File: src/rtl/cpc_key_scanner.sv
// Active scanner for the CPC 10x8 key matrix: drives Y, samples active-low X, debounces
// every key and emits ps2_key events. Define KEYSCAN_RELEASE_ALL_EN to release held keys when scanning stops.
module cpc_key_scanner #(
  parameter int SETTLE = 4,
  parameter int GAP    = 16
) (
  input  logic        clk,
  input  logic        reset_n,
  input  logic        scan_en,
  output logic [3:0]  Y,
  input  logic [7:0]  X,
  output logic [10:0] ps2_key,
  output logic        scan_done,
  output logic [2:0]  state_dbg
);

  typedef enum logic [2:0] {
    ST_IDLE, ST_DRIVE, ST_SAMPLE, ST_CHECK, ST_EMIT, ST_GAP, ST_FLUSH
  } state_t;

  localparam logic [7:0] SETTLE_M1 = 8'(SETTLE - 1);
  localparam logic [7:0] GAP_M1    = 8'(GAP - 1);

  // Set-2 codes of one row, column 0 in the low byte.
  function automatic logic [63:0] row_codes(input logic [3:0] r);
    case (r)
      4'd0:    row_codes = 64'h7A69040B01727475;
      4'd1:    row_codes = 64'h090605030A83706B;
      4'd2:    row_codes = 64'h1461120C5D5A5B71;
      4'd3:    row_codes = 64'h494A4C524D544E55;
      4'd4:    row_codes = 64'h413A424B43444645;
      4'd5:    row_codes = 64'h29313B33353C3D3E;
      4'd6:    row_codes = 64'h2A322B342C2D2E36;
      4'd7:    row_codes = 64'h2221231B1D242625;
      4'd8:    row_codes = 64'h1A581C0D15761E16;
      4'd9:    row_codes = 64'h6600000000000000;
      default: row_codes = 64'h0;
    endcase
  endfunction

  function automatic logic [7:0] ext_mask(input logic [3:0] r);
    case (r)
      4'd0:    ext_mask = 8'hC7;
      4'd1:    ext_mask = 8'h03;
      4'd2:    ext_mask = 8'h01;
      default: ext_mask = 8'h00;
    endcase
  endfunction

  function automatic logic [7:0] valid_mask(input logic [3:0] r);
    if (r < 4'd9)       valid_mask = 8'hFF;
    else if (r == 4'd9) valid_mask = 8'h80;
    else                valid_mask = 8'h00;
  endfunction

  state_t          state;
  logic [9:0][7:0] raw_prev;
  logic [9:0][7:0] stable;
  logic [7:0]      samp;
  logic [2:0]      col;
  logic [7:0]      cnt;
  logic [9:0]      ev;
`ifdef KEYSCAN_RELEASE_ALL_EN
  logic [3:0]      frow;
  logic            flushing;
`endif

  logic [3:0]  lk_row;
  logic [63:0] lk_codes;
  logic [7:0]  lk_ext_m, lk_valid_m, lk_code;
  logic        lk_ext, lk_valid, s_c, changed, step;

  always_comb begin
    lk_row = Y;
`ifdef KEYSCAN_RELEASE_ALL_EN
    if (state == ST_FLUSH) lk_row = frow;
`endif
    lk_codes   = row_codes(lk_row);
    lk_ext_m   = ext_mask(lk_row);
    lk_valid_m = valid_mask(lk_row);
    lk_code    = lk_codes[{col, 3'b000} +: 8];
    lk_ext     = lk_ext_m[col];
    lk_valid   = lk_valid_m[col];
    s_c        = samp[col];
    // Two agreeing consecutive samples that differ from the debounced state.
    changed    = (s_c == raw_prev[Y][col]) && (s_c != stable[Y][col]);
    step       = 1'b0;
    if (state == ST_CHECK)                      step = !(changed && lk_valid);
    else if (state == ST_GAP && cnt == GAP_M1)  step = 1'b1;
`ifdef KEYSCAN_RELEASE_ALL_EN
    if (flushing) step = 1'b0;
`endif
  end

  assign state_dbg = state;

  // ps2_key[10] toggles once per event; the consumer takes ps2_key[9:0] on each toggle.
  always_ff @(posedge clk or negedge reset_n) begin
    if (!reset_n) begin
      state     <= ST_IDLE;
      Y         <= '0;
      ps2_key   <= '0;
      scan_done <= 1'b0;
      raw_prev  <= '0;
      stable    <= '0;
      samp      <= '0;
      col       <= '0;
      cnt       <= '0;
      ev        <= '0;
`ifdef KEYSCAN_RELEASE_ALL_EN
      frow      <= '0;
      flushing  <= 1'b0;
`endif
    end else begin
      scan_done <= 1'b0;
      case (state)
        ST_IDLE: if (scan_en) begin
          state <= ST_DRIVE;
          Y     <= 4'd0;
          cnt   <= '0;
        end
        ST_DRIVE: if (cnt == SETTLE_M1) state <= ST_SAMPLE;
                  else cnt <= cnt + 8'd1;
        ST_SAMPLE: begin
          samp  <= ~X;
          col   <= '0;
          state <= ST_CHECK;
        end
        ST_CHECK: begin
          raw_prev[Y][col] <= s_c;
          if (changed) begin
            stable[Y][col] <= s_c;
            if (lk_valid) begin
              ev    <= {s_c, lk_ext, lk_code};
              state <= ST_EMIT;
            end
          end
        end
        ST_EMIT: begin
          ps2_key <= {~ps2_key[10], ev};
          cnt     <= '0;
          state   <= ST_GAP;
        end
        ST_GAP: if (cnt != GAP_M1) cnt <= cnt + 8'd1;
`ifdef KEYSCAN_RELEASE_ALL_EN
        ST_FLUSH: begin
          if (stable[frow][col] && lk_valid) begin
            stable[frow][col] <= 1'b0;
            ev       <= {1'b0, lk_ext, lk_code};
            flushing <= 1'b1;
            state    <= ST_EMIT;
          end else if (col != 3'd7) begin
            col <= col + 3'd1;
          end else if (frow != 4'd9) begin
            frow <= frow + 4'd1;
            col  <= '0;
          end else begin
            stable   <= '0;
            raw_prev <= '0;
            flushing <= 1'b0;
            state    <= ST_IDLE;
          end
        end
`endif
        default: state <= ST_IDLE;
      endcase

`ifdef KEYSCAN_RELEASE_ALL_EN
      if (state == ST_GAP && cnt == GAP_M1 && flushing) state <= ST_FLUSH;
`endif

      if (step) begin
        if (col != 3'd7) begin
          col   <= col + 3'd1;
          state <= ST_CHECK;
        end else begin
          if (Y == 4'd9) scan_done <= 1'b1;
          if (!scan_en) begin
`ifdef KEYSCAN_RELEASE_ALL_EN
            state <= ST_FLUSH;
            frow  <= '0;
            col   <= '0;
`else
            state <= ST_IDLE;
`endif
          end else begin
            state <= ST_DRIVE;
            Y     <= (Y == 4'd9) ? 4'd0 : Y + 4'd1;
            cnt   <= '0;
          end
        end
      end
    end
  end

endmodule

File: config.mk
export PLATFORM = sky130hd
export DESIGN_NAME = cpc_key_scanner
export DESIGN_NICKNAME = d
export VERILOG_FILES = /design/src/rtl/cpc_key_scanner.sv
export SDC_FILE = /design/constraint.sdc
export NUM_CORES = 1
export LEC_CHECK = 0
export BUFFER_PORTS_ARGS = -buffer_cell sky130_fd_sc_hd__buf_2
export CORE_MARGIN = 3
export CORE_UTILIZATION = 56
export CTS_CLUSTER_DIAMETER = 40
export CTS_CLUSTER_SIZE = 14
export DETAILED_ROUTE_END_ITERATION = 16
export PLACE_DENSITY = 0.73
export REMOVE_ABC_BUFFERS = 1
export SLEW_MARGIN = 20
export SYNTH_ARGS = -nofsm -noshare
export SYNTH_HDL_FRONTEND = slang
export SYNTH_SLANG_ARGS = --single-unit
File: constraint.sdc
create_clock -name clk -period 3.9 [get_ports clk]
set_input_delay 0.195 -clock clk [delete_from_list [all_inputs] [get_ports clk]]
set_output_delay 0.195 -clock clk [all_outputs]
set_load 0.01 [all_outputs]
**After elaboration in Yosys (flattened, before gate mapping)**

Memory sizes are Yosys's and may differ from the RTL's.
Index checks and enable logic that the tools add are counted.

- Register bits after elaboration: 208
- ROM bits: 912
- Bits of input ports: 11
- Output and inout bits: 19
- Word-level logic and storage cells: 122
- Memories kept: 1

- Add/sub/neg operators: 3
- Order comparisons: 5
- Eq/ne operators: 19
- Shift-type cells: 1
- Muxes and demuxes: 52
- Bitwise gates (word level): 2
- Reductions and logical operators: 11

Memory list:

| name | words | bits a word | rd ports | clocked after Yosys merged registers in | wr ports | RTL line | RTL |
|---|---|---|---|---|---|---|---|
| (no name shown) | 16 | 57 | 1 | 0 | 0 | 26 | `case (r)` |

Operators by type and width:

| operator | number |
|---|---|
| bitwise mux 80 bit | 2 |
| 2-to-1 mux 8 bit | 11 |
| binary-select mux 8 bit (select 4 bit) | 2 |
| variable part select 64 x 7 -> 8 bit | 1 |
| demux 8 bit (select 4 bit) | 1 |
| case mux 8 bit (4 select lines) | 1 |
| 2-to-1 mux 3 bit | 8 |
| 2-to-1 mux 4 bit | 6 |
| case mux 8 bit (3 select lines) | 1 |
| case mux 3 bit (6 select lines) | 1 |
| binary-select mux 1 bit (select 3 bit) | 5 |
| != test 3 bit (second input constant) | 5 |
| 2-to-1 mux 1 bit | 12 |
| adder 8 x 1 -> 8 bit (second input constant) | 1 |
| equality test 8 x 2 -> 1 bit (second input constant) | 1 |
| equality test 8 x 4 -> 1 bit (second input constant) | 1 |
| != test 8 x 4 -> 1 bit (second input constant) | 1 |
| inverter 8 bit | 1 |
| equality test 3 x 2 -> 1 bit (second input constant) | 2 |
| equality test 3 bit (second input constant) | 2 |
| logical AND 1 bit | 5 |
| less-than comparator 4 x 5 -> 1 bit (second input constant) | 1 |
| AND reduction 5 bit | 1 |
| adder 4 x 1 -> 4 bit (second input constant) | 1 |
| other kinds (20) | 20 |

**Longest topological paths before layout**

- Depth after elaboration: 11
- Mapped depth: 15
- Depth with buffers taken out: 11

**Least setup slack after synthesis**

No wires, ideal clock.

- Path type: register to register
- Start: reg Y[1]
- End: reg ev[0]
- Setup time: 0.128 ns
- Arrival time: 3.321 ns
- Data required time: 3.772 ns
- Path slack: 0.452 ns
- Cell stages (with the launch flop): 12
- Buffers on the path: 3
- Period minus slack after synthesis: 3.448 ns
- Cells stage by stage: dfrtp_1 clkbuf_1 clkbuf_1 mux4_2 a221oi_1 nor2_1 nor4_1 nor2_1 or4_1 buf_2 a211oi_4 mux2_1

- Cells in the longest elaborated chain, start to end: 7
- Elaborated cells on any way between the ends: 20
- Those cells by class: order compare: 1; eq/ne: 3; shift: 1; mux: 12; reduce/logical: 2; memory: 1

RTL lines:

| element | RTL line | RTL |
|---|---|---|
| start: declaration | 10 | `output logic [3:0] Y,` |
| start signal: assignment | 188 | `Y <= (Y == 4'd9) ? 4'd0 : Y + 4'd1;` |
| binary-select mux 8 bit (select 4 bit) | 86 | `changed = (s_c == raw_prev[Y][col]) && (s_c != stable[Y][col]);` |
| 2-to-1 mux 8 bit (not written as such) | 86 |  |
| binary-select mux 1 bit (select 3 bit) | 86 |  |
| 2-to-1 mux 1 bit (not written as such) | 86 |  |
| equality test 1 bit or != test 1 bit (tied branches) | 86 |  |
| logical AND 1 bit | 86 |  |
| AND reduction 3 bit (no line) | -- |  |
| end signal: assignment | 134 | `ev <= {s_c, lk_ext, lk_code};` |
| end: declaration | 62 | `logic [9:0] ev;` |

Several ways; a longest one is shown, not always the timed one. The select of a mux whose other input is x is not followed.
A chain may end at the register's enable or synchronous reset.

**Worst setup path after layout**

- Start: reg Y[0]
- End: reg col[1]

- Cells in the longest elaborated chain, start to end: 10
- Elaborated cells on any way between the ends: 21
- Those cells by class: order compare: 1; eq/ne: 3; mux: 14; reduce/logical: 3

RTL lines:

| element | RTL line | RTL |
|---|---|---|
| binary-select mux 8 bit (select 4 bit) | 86 |  |
| 2-to-1 mux 8 bit (not written as such) | 86 |  |
| binary-select mux 1 bit (select 3 bit) | 86 |  |
| 2-to-1 mux 1 bit (not written as such) | 86 |  |
| equality test 1 bit or != test 1 bit (tied branches) | 86 |  |
| logical AND 1 bit | 86 |  |
| logical AND 1 bit * | 88 | `if (state == ST_CHECK) step = !(changed && lk_valid);` |
| zero test 1 bit * | 88 |  |
| 2-to-1 mux 1 bit * | 88 |  |
| 2-to-1 mux 3 bit * | 172 | `if (step) begin` |
| end signal: assignment | 174 | `col <= col + 3'd1;` |
| end: declaration | 60 | `logic [2:0] col;` |

Every way passes the cells marked *; elsewhere a longest branch is shown, timed or not. The select of a mux whose other input is x is not followed.

==> flow_summary_export.csv <==
group,metric,value,unit
floorplanning,die_area,21000,um^2
yosys,synth_top_cells_by_area,"dfrtp_1 (48%), o21ai_0 (8.8%), mux4_2 (6.7%)",
route,drt_iter0_drc,1153,
yosys,syn_area,10800,um^2
sta,rsz0062_at_grt,"false",
critical_path,critPathCaptureType,"flip-flop",
route,wl_per_cell,20.1,um
finish,diodes,0,
yosys,synth_ff_type,"dfrtp_1",
critical_path,crit_path_max_incr_delay,570,ps
global_routing,grt_overflow,0,
placement,dpl-instance-area,11400,um^2
sta,fin_skew,14.5,ps
sta,clock.fmax,0.272,GHz
finish,syn2layout_area_growth,15.4,%
global_routing,grt_max_degree,91,
critical_path,path_buf_inv,3,
sta,final.min_clock_period,3670,ps
global_routing,antenna_found_initial,0,
route,first_pass_iters,6,
clock_tree,cts_tree,"yes",
global_routing,grt_use_total,28.0,%
sta,whs,57.1,ps
yosys,ys_seq_area_share,48.1,%
yosys,synth.distinct_cells,60,
sta,worstMarginPinSlew,1080,ps
yosys,synth_seq_cells,208,
route,wl,29800,um
clock_tree,cts_sinks,208,
yosys,synth_top_cell_area_share,48.1,%
clock_tree,clock_path_buffers,3,
yosys,synth_top_area_cell,"dfrtp_1",
yosys,synth_top_family_by_area,"compound AO/OA/AOI/OAI gates",
clock_tree,cts_buffers,27,
floorplanning,die_x,145,um
clock_tree,path_clk_slew,60,ps
global_routing,grt_pass1_wl,48500,um
sta,finalSetupViolations,0,
min_path,hold_class,"in -> reg",
floorplanning,coreArea,18800,um^2
route,via_per_inst,6.26,
placement,gp_congestion,0.977,
outcome,outcome,"complete, no violations",
floorplanning,die_h,145,um
finish,drive_above_1_share,15.7,%
yosys,synth-edff-count,0,
critical_path,crit_path_max_fanout,19,
yosys,ys_async_sr_fraction,100,%
yosys,yosysWarnings,0,
critical_path,startpoint_type,"flip-flop",
power_and_ir_drop,p_per_area,389,nW/um^2
global_routing,grt_pass1_vias,8920,
yosys,synthMuxAreaShare,9.98,%
critical_path,cp_data_arrival_time,4070,ps
placement,dp.final_hpwl,19400,um
clock_tree,htreeDepth,1,
route,drc_errors,0,
sta,hold_violations,0,
yosys,syn_inst,1165,
finish,nNetsFinal,1232,
floorplanning,rows,50,
critical_path,cp_top_family,"compound AO/OA/AOI/OAI gates",
sta,maxSlewViolCount,0,
sta,fin_setup_tns,0,ps
critical_path,path_cells,"buf_12 -> buf_4 -> mux2i_1 -> o22ai_1 -> nor4_1 -> o211ai_1 -> nor4_1 -> buf_4 -> o211a_1 -> o22ai_1 -> a21oi_1 -> o32ai_1",
yosys,synth_xor_area_share,0.243,%
finish,finalInstanceArea,12500,um^2
floorplanning,start_util,57.4,%
placement,port_buffers,29,
route,postRouteAntennaNets,0,
run,cap_violations,0,
critical_path,path_class,"reg -> reg",
sta,slew_headroom,27.2,%
clock_tree,cts_root_buf,"clkbuf_16",
yosys,synth_compound_gate_area_share,21.1,%
critical_path,cp.required,4290,ps
critical_path,slowest_stage,"dfrtp_4",
power_and_ir_drop,p_leak,5.37,nW
yosys,synthSimpleGateAreaFrac,15.0,%
clock_tree,worstSkewPairLatency,540,ps
yosys,synthTopCellsByCount,"dfrtp_1 (208), o21ai_0 (191), nand2_1 (162)",
yosys,synth_fa_ha_area_share,1.74,%
power_and_ir_drop,peakVddDrop,0.283,mV
yosys,yosysMostFrequentCell,"dfrtp_1",
yosys,syn_avg_cell_area,9.28,um^2
floorplanning,ioPinCount,30,
sta,fin_crit_sh,94.1,%
route,vias,9305,
==> worst reg2reg max path, stage by stage, from the launching register on <==
cell and delay [ps]:
dfrtp_4 570, buf_12 220, buf_4 180, mux2i_1 260
o22ai_1 130, nor4_1 550, o211ai_1 160, nor4_1 240
buf_4 190, o211a_1 220, o22ai_1 180, a21oi_1 480
o32ai_1 160
==> metrics by stage <==
stage               utilization [%]  std cells  setup slack (ps)  total power, W
finish                         66.2       1486               229         0.00486
global route                   66.2       1486              16.6         0.00500
floorplan                         -       1084             -5800         0.00220
detailed placement             60.5       1427               206         0.00225
global placement               60.5       1427               258         0.00225
CTS                            66.2       1485               210         0.00489
==> final timing paths <==
kind                                  start            to  slack (ps)  cells after the start
min in group asynchronous           reset_n       samp[3]         270                      2
worst min register to register  ps2_key[10]   ps2_key[10]         470                      1
worst min-delay path                scan_en  state_dbg[0]          60                      3
worst max register to register         Y[0]        col[1]         230                     12
worst max-delay path                   Y[0]        col[1]         230                     12
max in group asynchronous           reset_n    stable[26]        2670                      3
==> cell type report <==
cell class / instances / area [um^2]
fillers: 1500 / 6360
multi-input cells: 862 / 5220
flip-flops and latches: 208 / 5210
clock buffers: 31 / 721
repair buffers: 93 / 694
well taps: 260 / 325
clock inverters: 18 / 249
inverters: 14 / 52.6
==> flip-flops by register name, summed over array words and instances (netlist names) <==
signal	flops
Y	4
scan_done	1
ps2_key	11
raw_prev	80
col	3
stable	80
state_dbg	3
samp	8
ev	10
cnt	8
==> placed cells by master (no fill, tap or decap), types with 6 or more instances in the layout <==
master	count
a211oi_1	6
a21oi_1	130
a311oi_1	7
a31oi_1	8
and3_1	10
buf_2	28
buf_4	52
clkbuf_16	27
dfrtp_1	205
dlygate4sd3_1	9
ha_1	15
inv_1	12
mux2_2	13
mux2i_1	20
mux4_2	32
nand2_1	162
nand3_1	21
nand4_1	6
nor2_1	115
nor2b_1	8
nor3_1	14
nor4_1	6
o211ai_1	8
o21ai_0	191
o22ai_1	14
==> metal layers <==
layer / track usage, % / up-vias / part of all wire (%)
met3: 5.00 / 66 / 8.4
met1: 39.8 / 4506 / 42
met4: 8.69 / 0 / 2.6
li1: - / 4290 / -
met2: 44.5 / 443 / 47
met5: 0 / - / 0
==> cells by family (layout without fill, tap and decap cells) <==
family | count (synthesis) | after routing
multiplexers | 66 | 66
AND/OR/NAND/NOR | 372 | 372
adder cells (fa/ha/maj) | 15 | 15
AO/OA/AOI/OAI | 406 | 406
buffers and inverters | 95 | 156
flip-flops | 208 | 208
XOR/XNOR | 3 | 3
==> where the power goes <==
group          leakage [nW]  internal, W  switching, W
registers              2.82      0.00216             0
logic                  2.07    0.0000129     0.0000441
clock network         0.469      0.00167      0.000974
==> repair_timing <==
item / in CTS / in global routing
setup endpoints to repair: 0 / 45
setup buffers: 0 / 1
gates resized for setup: 0 / 1
hold endpoints to repair: 96 / 0
hold buffers: 9 / 0
No activity file was read; power rests on OpenSTA's default activity.
